### src/rtl/task_slave_port.sv
// -----------------------------------------------------------------------------
// task_slave_port
// Task-side endpoint of the task_in/task_out link (the task manager is master).
// Requests test-vector bytes from the manager, buffers them in a first-word
// fall-through FIFO and streams them to the compute core; buffers the core's
// answer words and hands them back to the manager with a last flag.
//
// Ports
//   i_clk, i_rst_n, i_clear        clock, async active-low reset, sync flush
//   task_data_valid/_data/_last    byte stream from manager
//   task_data_request              registered "send more bytes" to manager
//   task_answer_ready/_data/_last  head of the answer FIFO toward manager
//   task_manager_ready             manager consumes head word this cycle
//   core_byte_valid/_byte/_last    byte stream to core, core_byte_ready back
//   core_ans_valid/_data/_last     answer words from core, core_ans_ready back
//   o_state, o_done                FSM state encoding, high in DONE
//   o_rx_cnt, o_tx_cnt, o_overflow statistics (TASK_PORT_STATS_EN), else 0
//
// Configuration macro: TASK_PORT_STATS_EN enables the statistics outputs.
// -----------------------------------------------------------------------------
module task_slave_port #(
    parameter int DIN_WIDTH   = 8,
    parameter int DOUT_WIDTH  = 32,
    parameter int IN_DEPTH    = 16,
    parameter int OUT_DEPTH   = 8,
    parameter int TV_IN_BYTES = 64,
    parameter int REQ_SLACK   = 6
) (
    input  logic                  i_clk,
    input  logic                  i_rst_n,
    input  logic                  i_clear,
    input  logic                  task_data_valid,
    input  logic [DIN_WIDTH-1:0]  task_data,
    input  logic                  task_data_last,
    output logic                  task_data_request,
    output logic                  task_answer_ready,
    output logic [DOUT_WIDTH-1:0] task_answer_data,
    output logic                  task_answer_data_last,
    input  logic                  task_manager_ready,
    output logic                  core_byte_valid,
    output logic                  core_byte_last,
    output logic [DIN_WIDTH-1:0]  core_byte,
    input  logic                  core_byte_ready,
    input  logic                  core_ans_valid,
    input  logic                  core_ans_last,
    input  logic [DOUT_WIDTH-1:0] core_ans_data,
    output logic                  core_ans_ready,
    output logic [2:0]            o_state,
    output logic                  o_done,
    output logic [11:0]           o_rx_cnt,
    output logic [11:0]           o_tx_cnt,
    output logic                  o_overflow
);

    localparam int IAW = $clog2(IN_DEPTH);
    localparam int OAW = $clog2(OUT_DEPTH);
    localparam int REQ_LIMIT = IN_DEPTH - REQ_SLACK;     // free_slots > REQ_SLACK <=> count < this
    localparam logic [IAW:0] REQ_LIMIT_W = REQ_LIMIT[IAW:0];
    localparam logic [11:0]  TV_W        = TV_IN_BYTES[11:0];

    typedef enum logic [2:0] {
        S_IDLE    = 3'd0,
        S_RECEIVE = 3'd1,
        S_PROCESS = 3'd2,
        S_ANSWER  = 3'd3,
        S_DONE    = 3'd4
    } state_t;

    function automatic logic [11:0] sat_inc(input logic [11:0] v);
        return (v == 12'hFFF) ? v : v + 12'd1;
    endfunction

    state_t state, state_next;

    // Input byte FIFO: {last, byte}; pointers carry one extra wrap bit.
    logic [DIN_WIDTH:0]  in_mem [IN_DEPTH];
    logic [IAW:0]        in_wr, in_rd, in_count;
    logic                in_empty, in_full, in_push, in_pop, rx_offer;
    logic [DIN_WIDTH:0]  in_head;

    // Output answer FIFO: {last, word}.
    logic [DOUT_WIDTH:0] out_mem [OUT_DEPTH];
    logic [OAW:0]        out_wr, out_rd;
    logic                out_empty, out_full, out_push, out_pop;
    logic [DOUT_WIDTH:0] out_head;

    logic [11:0] rx_cnt, rx_cnt_inc, req_cnt, req_cnt_next;
    logic        req_next;

    assign in_count = in_wr - in_rd;
    assign in_empty = (in_wr == in_rd);
    assign in_full  = (in_wr[IAW] != in_rd[IAW]) && (in_wr[IAW-1:0] == in_rd[IAW-1:0]);
    assign in_head  = in_mem[in_rd[IAW-1:0]];

    assign out_empty = (out_wr == out_rd);
    assign out_full  = (out_wr[OAW] != out_rd[OAW]) && (out_wr[OAW-1:0] == out_rd[OAW-1:0]);
    assign out_head  = out_mem[out_rd[OAW-1:0]];

    // Core byte side (FWFT). Outputs are masked while empty so stale or
    // never-written memory contents never reach the ports.
    assign core_byte_valid = !in_empty;
    assign core_byte       = in_empty ? '0 : in_head[DIN_WIDTH-1:0];
    assign core_byte_last  = !in_empty && in_head[DIN_WIDTH];
    assign in_pop          = core_byte_valid && core_byte_ready;

    // A full FIFO still accepts a byte in the cycle it is also being popped.
    assign rx_offer   = (state == S_RECEIVE) && task_data_valid;
    assign in_push    = rx_offer && (!in_full || in_pop);
    assign rx_cnt_inc = sat_inc(rx_cnt);

    // Answer side.
    assign core_ans_ready        = !out_full && ((state == S_RECEIVE) || (state == S_PROCESS));
    assign out_push              = core_ans_valid && core_ans_ready;
    assign task_answer_ready     = (state == S_ANSWER) && !out_empty;
    assign task_answer_data      = out_empty ? '0 : out_head[DOUT_WIDTH-1:0];
    assign task_answer_data_last = !out_empty && out_head[DOUT_WIDTH];
    assign out_pop               = task_answer_ready && task_manager_ready;

    // The request is registered, so judge the request budget on the count as
    // it will be after this cycle; that keeps the total at TV_IN_BYTES.
    assign req_cnt_next = task_data_request ? sat_inc(req_cnt) : req_cnt;
    assign req_next     = (state == S_RECEIVE) && (in_count < REQ_LIMIT_W) && (req_cnt_next < TV_W);

    always_comb begin
        state_next = state;
        unique case (state)
            S_IDLE:    state_next = S_RECEIVE;
            S_RECEIVE: if (in_push && (task_data_last || rx_cnt_inc >= TV_W)) state_next = S_PROCESS;
            S_PROCESS: if (out_push && core_ans_last) state_next = S_ANSWER;
            S_ANSWER:  if (out_pop && out_head[DOUT_WIDTH]) state_next = S_DONE;
            S_DONE:    state_next = S_DONE;
            default:   state_next = S_IDLE;
        endcase
        if (i_clear) state_next = S_IDLE;     // clear overrides every other event
    end

    // NOTE: FIFO storage has no reset; the pointers define validity and the
    // empty masks above keep unwritten entries off the outputs.
    always_ff @(posedge i_clk) begin
        if (in_push)  in_mem[in_wr[IAW-1:0]]   <= {task_data_last, task_data};
        if (out_push) out_mem[out_wr[OAW-1:0]] <= {core_ans_last, core_ans_data};
    end

    always_ff @(posedge i_clk or negedge i_rst_n) begin
        if (!i_rst_n) begin
            state             <= S_IDLE;
            in_wr             <= '0;
            in_rd             <= '0;
            out_wr            <= '0;
            out_rd            <= '0;
            rx_cnt            <= '0;
            req_cnt           <= '0;
            task_data_request <= 1'b0;
        end else if (i_clear) begin
            state             <= S_IDLE;
            in_wr             <= '0;
            in_rd             <= '0;
            out_wr            <= '0;
            out_rd            <= '0;
            rx_cnt            <= '0;
            req_cnt           <= '0;
            task_data_request <= 1'b0;
        end else begin
            state             <= state_next;
            task_data_request <= req_next;
            req_cnt           <= req_cnt_next;
            if (in_push) begin
                in_wr  <= in_wr + 1'b1;
                rx_cnt <= rx_cnt_inc;
            end
            if (in_pop)   in_rd  <= in_rd + 1'b1;
            if (out_push) out_wr <= out_wr + 1'b1;
            if (out_pop)  out_rd <= out_rd + 1'b1;
        end
    end

    assign o_state = state;
    assign o_done  = (state == S_DONE);

`ifdef TASK_PORT_STATS_EN
    logic [11:0] tx_cnt;
    logic        overflow;
    logic        byte_drop;

    assign byte_drop = rx_offer && !in_push;

    always_ff @(posedge i_clk or negedge i_rst_n) begin
        if (!i_rst_n) begin
            tx_cnt   <= '0;
            overflow <= 1'b0;
        end else if (i_clear) begin
            tx_cnt   <= '0;
            overflow <= 1'b0;
        end else begin
            if (out_pop)   tx_cnt   <= sat_inc(tx_cnt);
            if (byte_drop) overflow <= 1'b1;
        end
    end

    assign o_rx_cnt   = rx_cnt;
    assign o_tx_cnt   = tx_cnt;
    assign o_overflow = overflow;
`else
    assign o_rx_cnt   = '0;
    assign o_tx_cnt   = '0;
    assign o_overflow = 1'b0;
`endif

endmodule
### config.mk
export PLATFORM = sky130hd
export DESIGN_NAME = task_slave_port
export DESIGN_NICKNAME = d
export VERILOG_FILES = /design/src/rtl/task_slave_port.sv
export SDC_FILE = /design/constraint.sdc
export NUM_CORES = 1
export LEC_CHECK = 0
export ABC_AREA = 0
export CAP_MARGIN = 20
export CORE_ASPECT_RATIO = 0.6
export CORE_MARGIN = 2
export CORE_UTILIZATION = 55
export DETAILED_ROUTE_END_ITERATION = 10
export GPL_TIMING_DRIVEN = 0
export PLACE_DENSITY = 0.72
export SLEW_MARGIN = 20
export SYNTH_ARGS = -nofsm -noshare
export SYNTH_HDL_FRONTEND = slang
export SYNTH_SLANG_ARGS = --single-unit
### constraint.sdc
create_clock -name i_clk -period 8.16 [get_ports i_clk]
set_clock_uncertainty 0.2 [all_clocks]
set_input_delay 0.816 -clock i_clk [delete_from_list [all_inputs] [get_ports i_clk]]
set_output_delay 0.816 -clock i_clk [all_outputs]
set_load 0.005 [all_outputs]
==> impl_metrics.json <==
{
  "outcome": "completed",
  "antenna_found_initial": 1,
  "multiInputGateArea_mm2": 0.004925,
  "dr.pass1.iters": 7,
  "path_cells": "clkbuf_1 > clkbuf_1 > inv_1 > ha_1 > nand4_1 > nor2b_1 > clkbuf_1 > nor2b_1 > clkdlybuf4s50_1",
  "ys.flop_type": "edfxtp_1",
  "grt_pass1_wl_um": 59350,
  "min_path_type": "in2async",
  "wl_per_cell_um": 22.92,
  "setup_viol": 0,
  "clock-sinks": 454,
  "cap_viol_max_count": 0,
  "grt_pass1_vias": 9701,
  "insertion_delay_ns": 0.54,
  "critPathTopFamily": "buffers and inverters",
  "powerDensity_mw_per_mm2": 258.8,
  "synth-edff-count": 408,
  "fin_crit_sh_pct": 62.87,
  "grt_overflow": 0,
  "ctsResizeCount": 0,
  "synth_mux_area_share_pct": 15.40,
  "critPathMaxStageDelay_ns": 0.65,
  "cts_root_buf": "clkbuf_16",
  "fmaxAchievable_mhz": 194.9,
  "syn_avg_cell_area_um2": 18.68,
  "synth-seq-area-share_pct": 71.89,
  "netlist.area_leader.share_pct": 65.71,
  "tightest_slew_ns": 1.044,
  "hold-worst-slack_ns": 0.04786,
  "synth.distinct_cells": 60,
  "hpwlAfterDp_um": 25940,
  "grt_use_total_pct": 22.43,
  "setup_slack_ns": 3.030,
  "clk_pin_slew_ns": 0.06,
  "endpoint_kind": "primary output",
  "postCtsHoldBufs": 0,
  "fillers": 2311,
  "layout_common_cells": "edfxtp_1, mux4_2, clkdlybuf4s50_1, nor2_1, dfrtp_1",
  "die_w_um": 241.7,
  "power_mw": 5.688,
  "cts_buffer_depth": 3,
  "syn-cell-area_mm2": 0.01864,
  "crit_top_cell": "clkbuf_1",
  "async_flop_share_pct": 10.13,
  "slowest_stage": "clkbuf_1",
  "critical_path_class": "reg2out",
  "seq_area_mm2": 0.01340,
  "ios": 124,
  "core_mm2": 0.03357,
  "synth_area_leaders": "edfxtp_1, mux4_2, dfrtp_1",
  "diodes": 0,
  "cp_data_arrival_time_ns": 4.11,
  "drive_above_1_share_pct": 22.88,
  "start_util_pct": 55.53,
  "layout_commonest_cell": "edfxtp_1",
  "finalNonFillerCells": 1687,
  "post-place-ws_ns": 3.574,
  "synth-compound-area-share_pct": 1.919,
  "vias_per_cell": 5.692,
  "ys_warn_count": 0,
  "postCtsSetupRepairBufs": 0,
  "rows": 52,
  "place_congestion": 0.8198,
  "drc": 0,
  "cts_tree": "done",
  "finalHoldViolCount": 0,
  "routed_wl_um": 38660,
  "synth-simple-area-share_pct": 5.422,
  "die_area_mm2": 0.03544,
  "drv_slew": 0,
  "synthToLayoutAreaGrowth_pct": 17.91,
  "die_y_um": 146.6,
  "ant_nets": 0,
  "drtIter0Drc": 942,
  "grt_max_degree": 27,
  "period_needed_ns": 5.130,
  "crit_required_ns": 7.14,
  "cts_max_level": 2,
  "syn_inst": 998,
  "p_leak_nw": 7.207,
  "place_inst": 1612,
  "synth_largest_area_cell": "edfxtp_1",
  "irDropWorstVdd_uv": 173.2,
  "vias": 9603,
  "ys_ff_latch": 454,
  "path_max_fanout": 10,
  "start_kind": "register",
  "synth_top_family_by_area": "multiplexers",
  "io_buffers": 98,
  "worst-path-buf-inv": 5,
  "rsz0062_at_grt": "false",
  "slew_headroom_pct": 30.14,
  "cts_buffers": 42,
  "synth_xor_area_share_pct": 1.778,
  "nNetsFinal": 1260,
  "synthAdderAreaFrac_pct": 0.9798
}
==> routing by layer <==
metal	vias up	global-route usage [%]	share of wire, %
met5	-	0	0.036
met4	2	5.000	1.6
met3	50	4.320	6.9
met2	322	32.86	45
met1	4924	35.42	46
li1	4305	-	-
==> registers in the layout, summed over array words and instances, names as in the netlist <==
name	flops
out_wr	4
out_mem	264
o_state	3
in_wr	5
in_mem	144
task_data_request	1
req_cnt	12
rx_cnt	12
out_rd	4
in_rd	5
==> worst paths after layout <==
check                      startpoint       endpoint  slack, ns  depth (start not counted)
setup / recovery             in_rd[1]   core_byte[1]       3.03                          9
hold / removal                i_rst_n     req_cnt[9]       0.05                          1
setup reg to reg             in_rd[1]  in_mem[11][0]       3.77                          8
hold reg to reg             rx_cnt[5]      rx_cnt[5]       0.36                          2
max in group asynchronous     i_rst_n    req_cnt[11]       7.19                          2
min in group i_clk          rx_cnt[5]      rx_cnt[5]       0.36                          2
==> power breakdown <==
| part | internal, mW | switching, mW | total (mW) |
|---|---|---|---|
| clock | 1.07 | 0.836 | 1.90 |
| sequential | 2.66 | 0.0478 | 2.71 |
| combinational | 0.544 | 0.533 | 1.08 |
| total | 4.27 | 1.42 | 5.69 |
==> cell type report <==
type	instances	share of cell area, %
plain buffers	75	1.964
clock buffers	52	5.048
clock inverters	23	0.9505
inverters	14	0.2390
multi-input cells	479	22.40
flip-flops and latches	454	60.97
well taps	459	2.612
repair buffers	131	5.817
==> worst register-to-register path: stages, from the launching register on <==
cell and delay [ns]:
dfrtp_1 0.48, clkbuf_1 0.55, clkbuf_1 0.65, inv_1 0.10, ha_1 0.33, nand4_1 0.16, o311a_1 0.43, nand2_1 0.27
nor2_1 0.85
==> kinds of logic after synthesis <==
kind of cell,after synthesis
AO/OA/AOI/OAI,48
XOR/XNOR,37
adder cells (fa/ha/maj),14
buffers and inverters,89
flip-flops,454
multiplexers,148
other,1
AND/OR/NAND/NOR,207
==> Yosys cell counts, types with 2 or more instances <==
master and instances:
edfxtp_1 408, mux4_2 111, nor2_1 95, dfrtp_1 46, mux2i_1 36, nand2_1 30, buf_4 27, clkbuf_1 24
xnor2_1 19, xor2_1 17, nor3_1 15, a21oi_1 13, buf_2 13, ha_1 13, inv_1 13, nand4_1 13
nor2b_1 11, nand3_1 8, o21ai_0 7, buf_1 6, nand2b_1 6, a22o_1 5, a31oi_1 4, and3_1 4
buf_6 4, o31ai_1 4, or3_1 3, or4_1 3, a211oi_1 2, a21o_1 2, and2_1 2, nor2_2 2
nor3b_1 2, nor4_1 2, o41ai_1 2, or2_2 2
==> metrics by stage <==
stage	utilization [%]	TNS [ns]	instance area [um^2]
final	65.48	0	21980
after global routing	65.48	0	21980
after CTS	65.46	0	21980
after detailed placement	61.53	0	20660
after global placement	60.44	-13.34	20290
after floorplan	-	0	18730
Power figures use the tool's default switching activity.
